File: config.mk
export PLATFORM = sky130hd
export DESIGN_NAME = jtag_master_flat
export DESIGN_NICKNAME = d
export VERILOG_FILES = /design/src/rtl/jtag_master_if.sv /design/src/rtl/jtag_master.sv /design/src/flat_wrapper.sv
export SDC_FILE = /design/constraint.sdc
export NUM_CORES = 1
export LEC_CHECK = 0
export ABC_CLOCK_PERIOD_IN_PS = 4900
export BUFFER_PORTS_ARGS = -buffer_cell sky130_fd_sc_hd__buf_2
export CAP_MARGIN = 20
export CORE_UTILIZATION = 55
export CTS_BUF_LIST = sky130_fd_sc_hd__clkbuf_4 sky130_fd_sc_hd__clkbuf_8
export CTS_CLUSTER_SIZE = 30
export DETAILED_ROUTE_END_ITERATION = 10
export HOLD_SLACK_MARGIN = 0.05
export PLACE_DENSITY = 0.88
export RECOVER_POWER = 50
export SLEW_MARGIN = 5
export SYNTH_ARGS = -nofsm -noshare
export SYNTH_HDL_FRONTEND = slang
export SYNTH_SLANG_ARGS = --single-unit
File: constraint.sdc
create_clock -name clk -period 4.9 [get_ports clk]
set_clock_uncertainty 0.1 [all_clocks]
set_input_delay 0.98 -clock clk [delete_from_list [all_inputs] [get_ports clk]]
set_output_delay 0.98 -clock clk [all_outputs]
set_load 0.02 [all_outputs]
File: src/rtl/jtag_master_if.sv
// Host-side request/response bundle for the JTAG scan master.
interface jtag_master_if #(
  parameter int MAX_LEN = 32
);
  logic               start;
  logic [1:0]         op;
  logic [4:0]         len;
  logic [MAX_LEN-1:0] data_in;
  logic               busy;
  logic               done;
  logic [MAX_LEN-1:0] data_out;

  modport master (
    output start, op, len, data_in,
    input  busy, done, data_out
  );

  modport slave (
    input  start, op, len, data_in,
    output busy, done, data_out
  );
endinterface

File: src/rtl/jtag_master.sv
// JTAG scan master: runs DR/IR scans and the Test-Logic-Reset sequence,
// generating TCK from clk and driving TMS/TDI on TCK falling edges.
//
// state  | meaning
// -------+---------------------------------------------------------------
// IDLE   | no operation; TCK/TMS/TDI held low
// PRE    | Select/Capture path (DR: 1,0,0  IR: 1,1,0,0  TLR: 1,1,1,1)
// SHIFT  | shift rises 0..N-1, TMS high on the last one
// POST   | Exit1/Update then Run-Test/Idle (TMS 1,0)
// FINISH | final rise done; next TCK fall completes the operation
//
// The state/step pair always describes the next TCK rise. It advances on
// each rise, and the following fall drives TMS/TDI for the new position.
module jtag_master #(
  parameter int CLK_DIV = 2,
  parameter int MAX_LEN = 32
) (
  input  logic           clk,
  input  logic           TRST,
  jtag_master_if.slave   host,
  output logic           TCK,
  output logic           TMS,
  output logic           TDI,
  input  logic           TDO
);

  typedef enum logic [2:0] {
    IDLE,
    PRE,
    SHIFT,
    POST,
    FINISH
  } state_t;

  localparam logic [1:0] OP_DR  = 2'b00;
  localparam logic [1:0] OP_IR  = 2'b01;
  localparam logic [1:0] OP_TLR = 2'b10;
  localparam logic [1:0] OP_RSV = 2'b11;

  localparam logic [7:0] DIV_LOAD = 8'(CLK_DIV - 1);

  state_t             state;
  state_t             state_nxt;
  logic [4:0]         step;
  logic [4:0]         step_nxt;
  logic [7:0]         div_cnt;
  logic [1:0]         op_q;
  logic [4:0]         last_q;
  logic [MAX_LEN-1:0] din_q;
  logic [MAX_LEN-1:0] cap_q;
  logic [MAX_LEN-1:0] data_out_q;
  logic               done_q;
  logic               tms_nxt;
  logic [4:0]         pre_last;
  logic               accept;
  logic               tck_edge;
  logic               rise;
  logic               fall;

  assign accept   = (state == IDLE) && host.start && (host.op != OP_RSV);
  assign tck_edge = (state != IDLE) && (div_cnt == 8'd0);
  assign rise     = tck_edge && !TCK;
  assign fall     = tck_edge && TCK;
  // DR enters Shift after three rises; IR and TLR use four before SHIFT/POST
  assign pre_last = (op_q == OP_DR) ? 5'd2 : 5'd3;

  assign host.busy     = (state != IDLE);
  assign host.done     = done_q;
  assign host.data_out = data_out_q;

  // FSM state register and position counter
  always_ff @(posedge clk or negedge TRST) begin
    if (!TRST) begin
      state <= IDLE;
      step  <= 5'd0;
    end else begin
      state <= state_nxt;
      step  <= step_nxt;
    end
  end

  // Next-state on TCK rises (completion on the fall) and TMS for the next rise
  always_comb begin
    state_nxt = state;
    step_nxt  = step;
    tms_nxt   = 1'b0;
    unique case (state)
      IDLE: begin
        if (accept) begin
          state_nxt = PRE;
          step_nxt  = 5'd0;
        end
      end
      PRE: begin
        unique case (op_q)
          OP_DR:   tms_nxt = (step == 5'd0);
          OP_IR:   tms_nxt = (step < 5'd2);
          default: tms_nxt = 1'b1;
        endcase
        if (rise) begin
          if (step == pre_last) begin
            state_nxt = (op_q == OP_TLR) ? POST : SHIFT;
            step_nxt  = 5'd0;
          end else begin
            step_nxt = step + 5'd1;
          end
        end
      end
      SHIFT: begin
        tms_nxt = (step == last_q);
        if (rise) begin
          if (step == last_q) begin
            state_nxt = POST;
            step_nxt  = 5'd0;
          end else begin
            step_nxt = step + 5'd1;
          end
        end
      end
      POST: begin
        tms_nxt = (step == 5'd0);
        if (rise) begin
          if (step == 5'd1) begin
            state_nxt = FINISH;
            step_nxt  = 5'd0;
          end else begin
            step_nxt = step + 5'd1;
          end
        end
      end
      FINISH: begin
        if (fall) begin
          state_nxt = IDLE;
        end
      end
      default: begin
        state_nxt = IDLE;
        step_nxt  = 5'd0;
      end
    endcase
  end

  // TCK divider, pin drive on falls, TDO capture on shift rises, result latch
  always_ff @(posedge clk or negedge TRST) begin
    if (!TRST) begin
      TCK        <= 1'b0;
      TMS        <= 1'b0;
      TDI        <= 1'b0;
      div_cnt    <= 8'd0;
      op_q       <= OP_DR;
      last_q     <= 5'd0;
      din_q      <= '0;
      cap_q      <= '0;
      data_out_q <= '0;
      done_q     <= 1'b0;
    end else begin
      done_q <= 1'b0;
      if (accept) begin
        // first rise of every sequence has TMS=1
        TCK     <= 1'b0;
        TMS     <= 1'b1;
        TDI     <= 1'b0;
        div_cnt <= DIV_LOAD;
        op_q    <= host.op;
        last_q  <= host.len - 5'd1;
        din_q   <= host.data_in;
        cap_q   <= '0;
      end else if (state != IDLE) begin
        if (tck_edge) begin
          TCK     <= ~TCK;
          div_cnt <= DIV_LOAD;
        end else begin
          div_cnt <= div_cnt - 8'd1;
        end
        if (rise && (state == SHIFT)) begin
          cap_q <= cap_q | (MAX_LEN'(TDO) << step);
          din_q <= din_q >> 1;
        end
        if (fall) begin
          if (state == FINISH) begin
            done_q <= 1'b1;
            TMS    <= 1'b0;
            TDI    <= 1'b0;
            if (op_q != OP_TLR) begin
              data_out_q <= cap_q;
            end
          end else begin
            TMS <= tms_nxt;
            TDI <= (state == SHIFT) && din_q[0];
          end
        end
      end
    end
  end

endmodule

File: src/flat_wrapper.sv
// flat-port wrapper written by rule: the top's interface ports become plain ports
module jtag_master_flat 
#(
  parameter int CLK_DIV = 2,
  parameter int MAX_LEN = 32
)
  (clk, TRST, TCK, TMS, TDI, TDO, host_start, host_op, host_len, host_data_in, host_busy, host_done, host_data_out);
  jtag_master_if #(.MAX_LEN(MAX_LEN)) host_i ();
  input  logic clk;
  input  logic TRST;
  output logic TCK;
  output logic TMS;
  output logic TDI;
  input  logic TDO;
  input wire logic [$bits(host_i.start)-1:0] host_start;
  input wire logic [$bits(host_i.op)-1:0] host_op;
  input wire logic [$bits(host_i.len)-1:0] host_len;
  input wire logic [$bits(host_i.data_in)-1:0] host_data_in;
  output wire logic [$bits(host_i.busy)-1:0] host_busy;
  output wire logic [$bits(host_i.done)-1:0] host_done;
  output wire logic [$bits(host_i.data_out)-1:0] host_data_out;
  assign host_i.start = host_start;
  assign host_i.op = host_op;
  assign host_i.len = host_len;
  assign host_i.data_in = host_data_in;
  assign host_busy = host_i.busy;
  assign host_done = host_i.done;
  assign host_data_out = host_i.data_out;
  jtag_master #(.CLK_DIV(CLK_DIV), .MAX_LEN(MAX_LEN)) u_core (.clk(clk), .TRST(TRST), .host(host_i), .TCK(TCK), .TMS(TMS), .TDI(TDI), .TDO(TDO));
endmodule
==> results by group <==
Synthesis
  – Distinct cells, synth: 56
  – Syn. warnings: 0
  – Average cell area after synthesis: 11.2 µm²
  – Mapped Area: 0.00558 mm²
  – Synthesized flop and latch total: 123
  – Number of synthesized flops with an enable pin: 0
  – Post-Syn Nets: 548
  – Synth Instances: 499
  – Asr flop ratio synth: 1.00
  – Dominant synthesized flop cell: dfrtp_1
  – Sequential share of the synthesized area: 0.552

Worst setup path
  – Worst reg-to-reg path cell count: 7
  – Reg2Reg Setup Slack: 2.04 ns
  – Worst Setup Path Type: in -> async
  – Crit start category: primary input
  – Worst Path Required: 5.15 ns
  – Critical Path AT: 3.37 ns
  – CP max FO: 49
  – CP delay by family, top: buffers and inverters
  – Worst reg2reg path endpoint: u_core.host.data_out[3]
  – R2R Path Start: u_core.div_cnt[0]
  – Critical Path, Cell by Cell: clkbuf_1, clkbuf_2
  – CP Capture Type: asynchronous set/reset pin
  – CP max stage delay: 1.26 ns
  – CP max-delay cell: clkbuf_1
  – Buf+Inv Stages, Crit Path: 2

CTS
  – # hold bufs at CTS: 0
  – Clock Path Buffers: 2
  – CTS tree: built
  – Post-CTS Setup Inserts: 0
  – Clk_lat worst skew: 0.42 ns
  – CTS Buf Count: 17
  – H-tree Lvls: 4
  – Post_cts resized: 0
  – Clock transition at path regs: 0.06 ns
  – Sink Count: 123
  – Clk root buf: clkbuf_8

Routing
  – DRC: 0
  – Routed wire length: 11200 µm
  – Routed vias/inst: 5.61
  – Initial DRC count: 243
  – Post-DR wirelength/cell: 15.6 µm
  – Vias: 4046
  – Antenna Nets Post-Route: 0
  – First-pass DRT Iterations: 5

Die
  – Starting Density: 0.568
  – # IOs: 80
  – Die area: 0.0106 mm²
  – Die X: 103 µm
  – # rows: 36
  – CORE AREA: 0.00982 mm²
  – Die Y: 103 µm

Run
  – Max-cap violations: 1

Hold path
  – Hold path depth: 2
  – Hold EP: u_core.din_q[1]
  – Hold_sp: u_core.din_q[1]
  – HP Class: reg -> reg

Placement
  – Placed inst area: 0.00600 mm²
  – DPL Wire Length: 7640 µm
  – Port Buffers: 79
  – Placer congestion estimate: 0.831

Timing
  – Final Max Tran Viols: 37
  – Final setup fails: 0
  – RSZ-0062 raised after global routing: no
  – Worst slew pin tran: 1.78 ns
  – Min Tclk post-route: 3.13 ns
  – Slew headroom: -0.188
  – Period utilization: 0.638
  – Endpoints failing hold: 0
  – Max Fclk: 0.320 GHz
  – Setup TNS: 0 ns

Run status
  – Status: finished with violations
  – Failing checks: capacitance limit, slew limit

Power
  – Leakage: 3.19 nW
  – P per Cell Area: 338 mW/mm²
  – Worst VDD drop: 0.273 mV

Layout
  – # fillers: 801
  – Syn-to-layout area delta: 14.8%
  – Antenna Diode Count: 0
  – Final net count: 625
  – Layout cell share with drive strength beyond 1: 0.250
  – Post-layout util: 0.653
  – Fin area: 0.00641 mm²

Global routing
  – First-pass GRT wire length: 18700 µm
  – Largest net degree at the start of global routing: 53
  – Vias in the first global route: 3931
  – Initial antenna violation count: 0
  – Total grt overflow: 0
  – Tot GR Track Use: 0.231
[stage by stage]
| stage | hold slack, ns | total power, W | std cells | setup WS, ns |
|---|---|---|---|---|
| 2_1_floorplan | 0.347 | 0.00119 | 499 | 2.54 |
| 3_3_place_gp | 0.358 | 0.00125 | 688 | 1.75 |
| 6_report | 0.375 | 0.00217 | 721 | 1.77 |
| 4_1_cts | 0.376 | 0.00219 | 719 | 1.97 |
| 3_5_place_dp | 0.364 | 0.00126 | 688 | 1.59 |
| 5_1_grt | 0.404 | 0.00226 | 721 | 1.28 |
[routing by layer]
| metal | wire, µm | GRT usage |
|---|---|---|
| met1 | 4980 | 0.287 |
| met2 | 5560 | 0.389 |
| met3 | 471 | 0.0556 |
| met4 | 224 | 0.0967 |
| met5 | 0 | 0 |
[cells by family after synthesis]
logic type	Yosys count	synth area share
muxes	34	0.0884
and+or+nand+nor	173	0.147
AOI/OAI and AO/OA	117	0.147
DFF	123	0.552
buffers and inverters	37	0.0388
xor gates and xnor gates	9	0.0141
adders and majority gates	6	0.0135
[layout make-up]
class                      count  area (µm²)  share of cell area
clock buffer                  18         248              0.0387
clock inverter                13         168              0.0262
inverter                      10        37.5             0.00586
multi-input combinational    339        2270               0.355
sequential                   123        3080               0.480
tap                          133         166              0.0260
timing repair buffer          85         435              0.0680
[state kept, by name, summed over array words and instances, names as in the netlist]
signal and count:
u_core.din_q 32, u_core.TMS 1, u_core.TDI 1, u_core.op_q 2, u_core.host.data_out 32, u_core.state 3
u_core.cap_q 32, u_core.host.done 1, u_core.last_q 5, u_core.div_cnt 8, u_core.step 5, u_core.TCK 1
[Yosys cell counts, types with 2 or more instances]
cell,count,area (µm²)
nand3_1,5,25.0
nand2_1,87,327
buf_4,3,22.5
nor3_4,2,32.5
buf_2,8,40.0
inv_1,10,37.5
nor2b_1,3,18.8
o31ai_1,3,22.5
mux2_4,30,450
mux2i_1,2,20.0
and2_1,6,37.5
xnor2_1,5,43.8
nor3b_1,3,22.5
o22ai_1,5,31.3
dfrtp_1,123,3080
o21ai_0,21,105
o21a_1,4,30.0
a31oi_1,4,25.0
xor2_1,4,35.0
ha_1,6,75.1
and3_1,3,18.8
nor4_1,2,12.5
o211ai_1,3,22.5
a22oi_1,30,225
a21oi_1,20,100
and4_1,2,17.5
mux2_2,2,22.5
buf_12,3,60.1
nor3_1,11,55.1
clkbuf_1,12,45.0
a22o_1,17,149
nor2_1,36,135
[cell usage in the layout, fill, tap and decap left out, drive strengths merged, types with 5 or more instances in the layout]
cell and instances:
buf 70, o21ai 23, clkbuf 33, a22o 17, inv 12, nand2 88
nand3 5, clkinv 6, mux2 32, a21oi 20, and2 7, xnor2 5
ha 6, nor3 13, a22oi 30, dfrtp 123, nor2 37, o22ai 5
[how the worst max path moves through the flow]
stage	startpoint	end	slack, ns	cells past startpoint
final	TRST	u_core.din_q[1]	1.77	2
after global routing	TRST	u_core.din_q[1]	1.28	2
after CTS	u_core.state[1]	host_busy	1.97	3
after detailed placement	host_op[0]	u_core.step[2]	1.59	6
after global placement	host_op[0]	u_core.step[2]	1.75	6
after floorplan	host_start	u_core.cap_q[11]	2.54	6
[where the power goes]
group / internal [W] / switching [W]
registers: 0.00105 / 0.0000460
logic: 0.0000570 / 0.0000804
clock network: 0.000518 / 0.000413
Note: power is estimated with default switching activity, not from simulation.
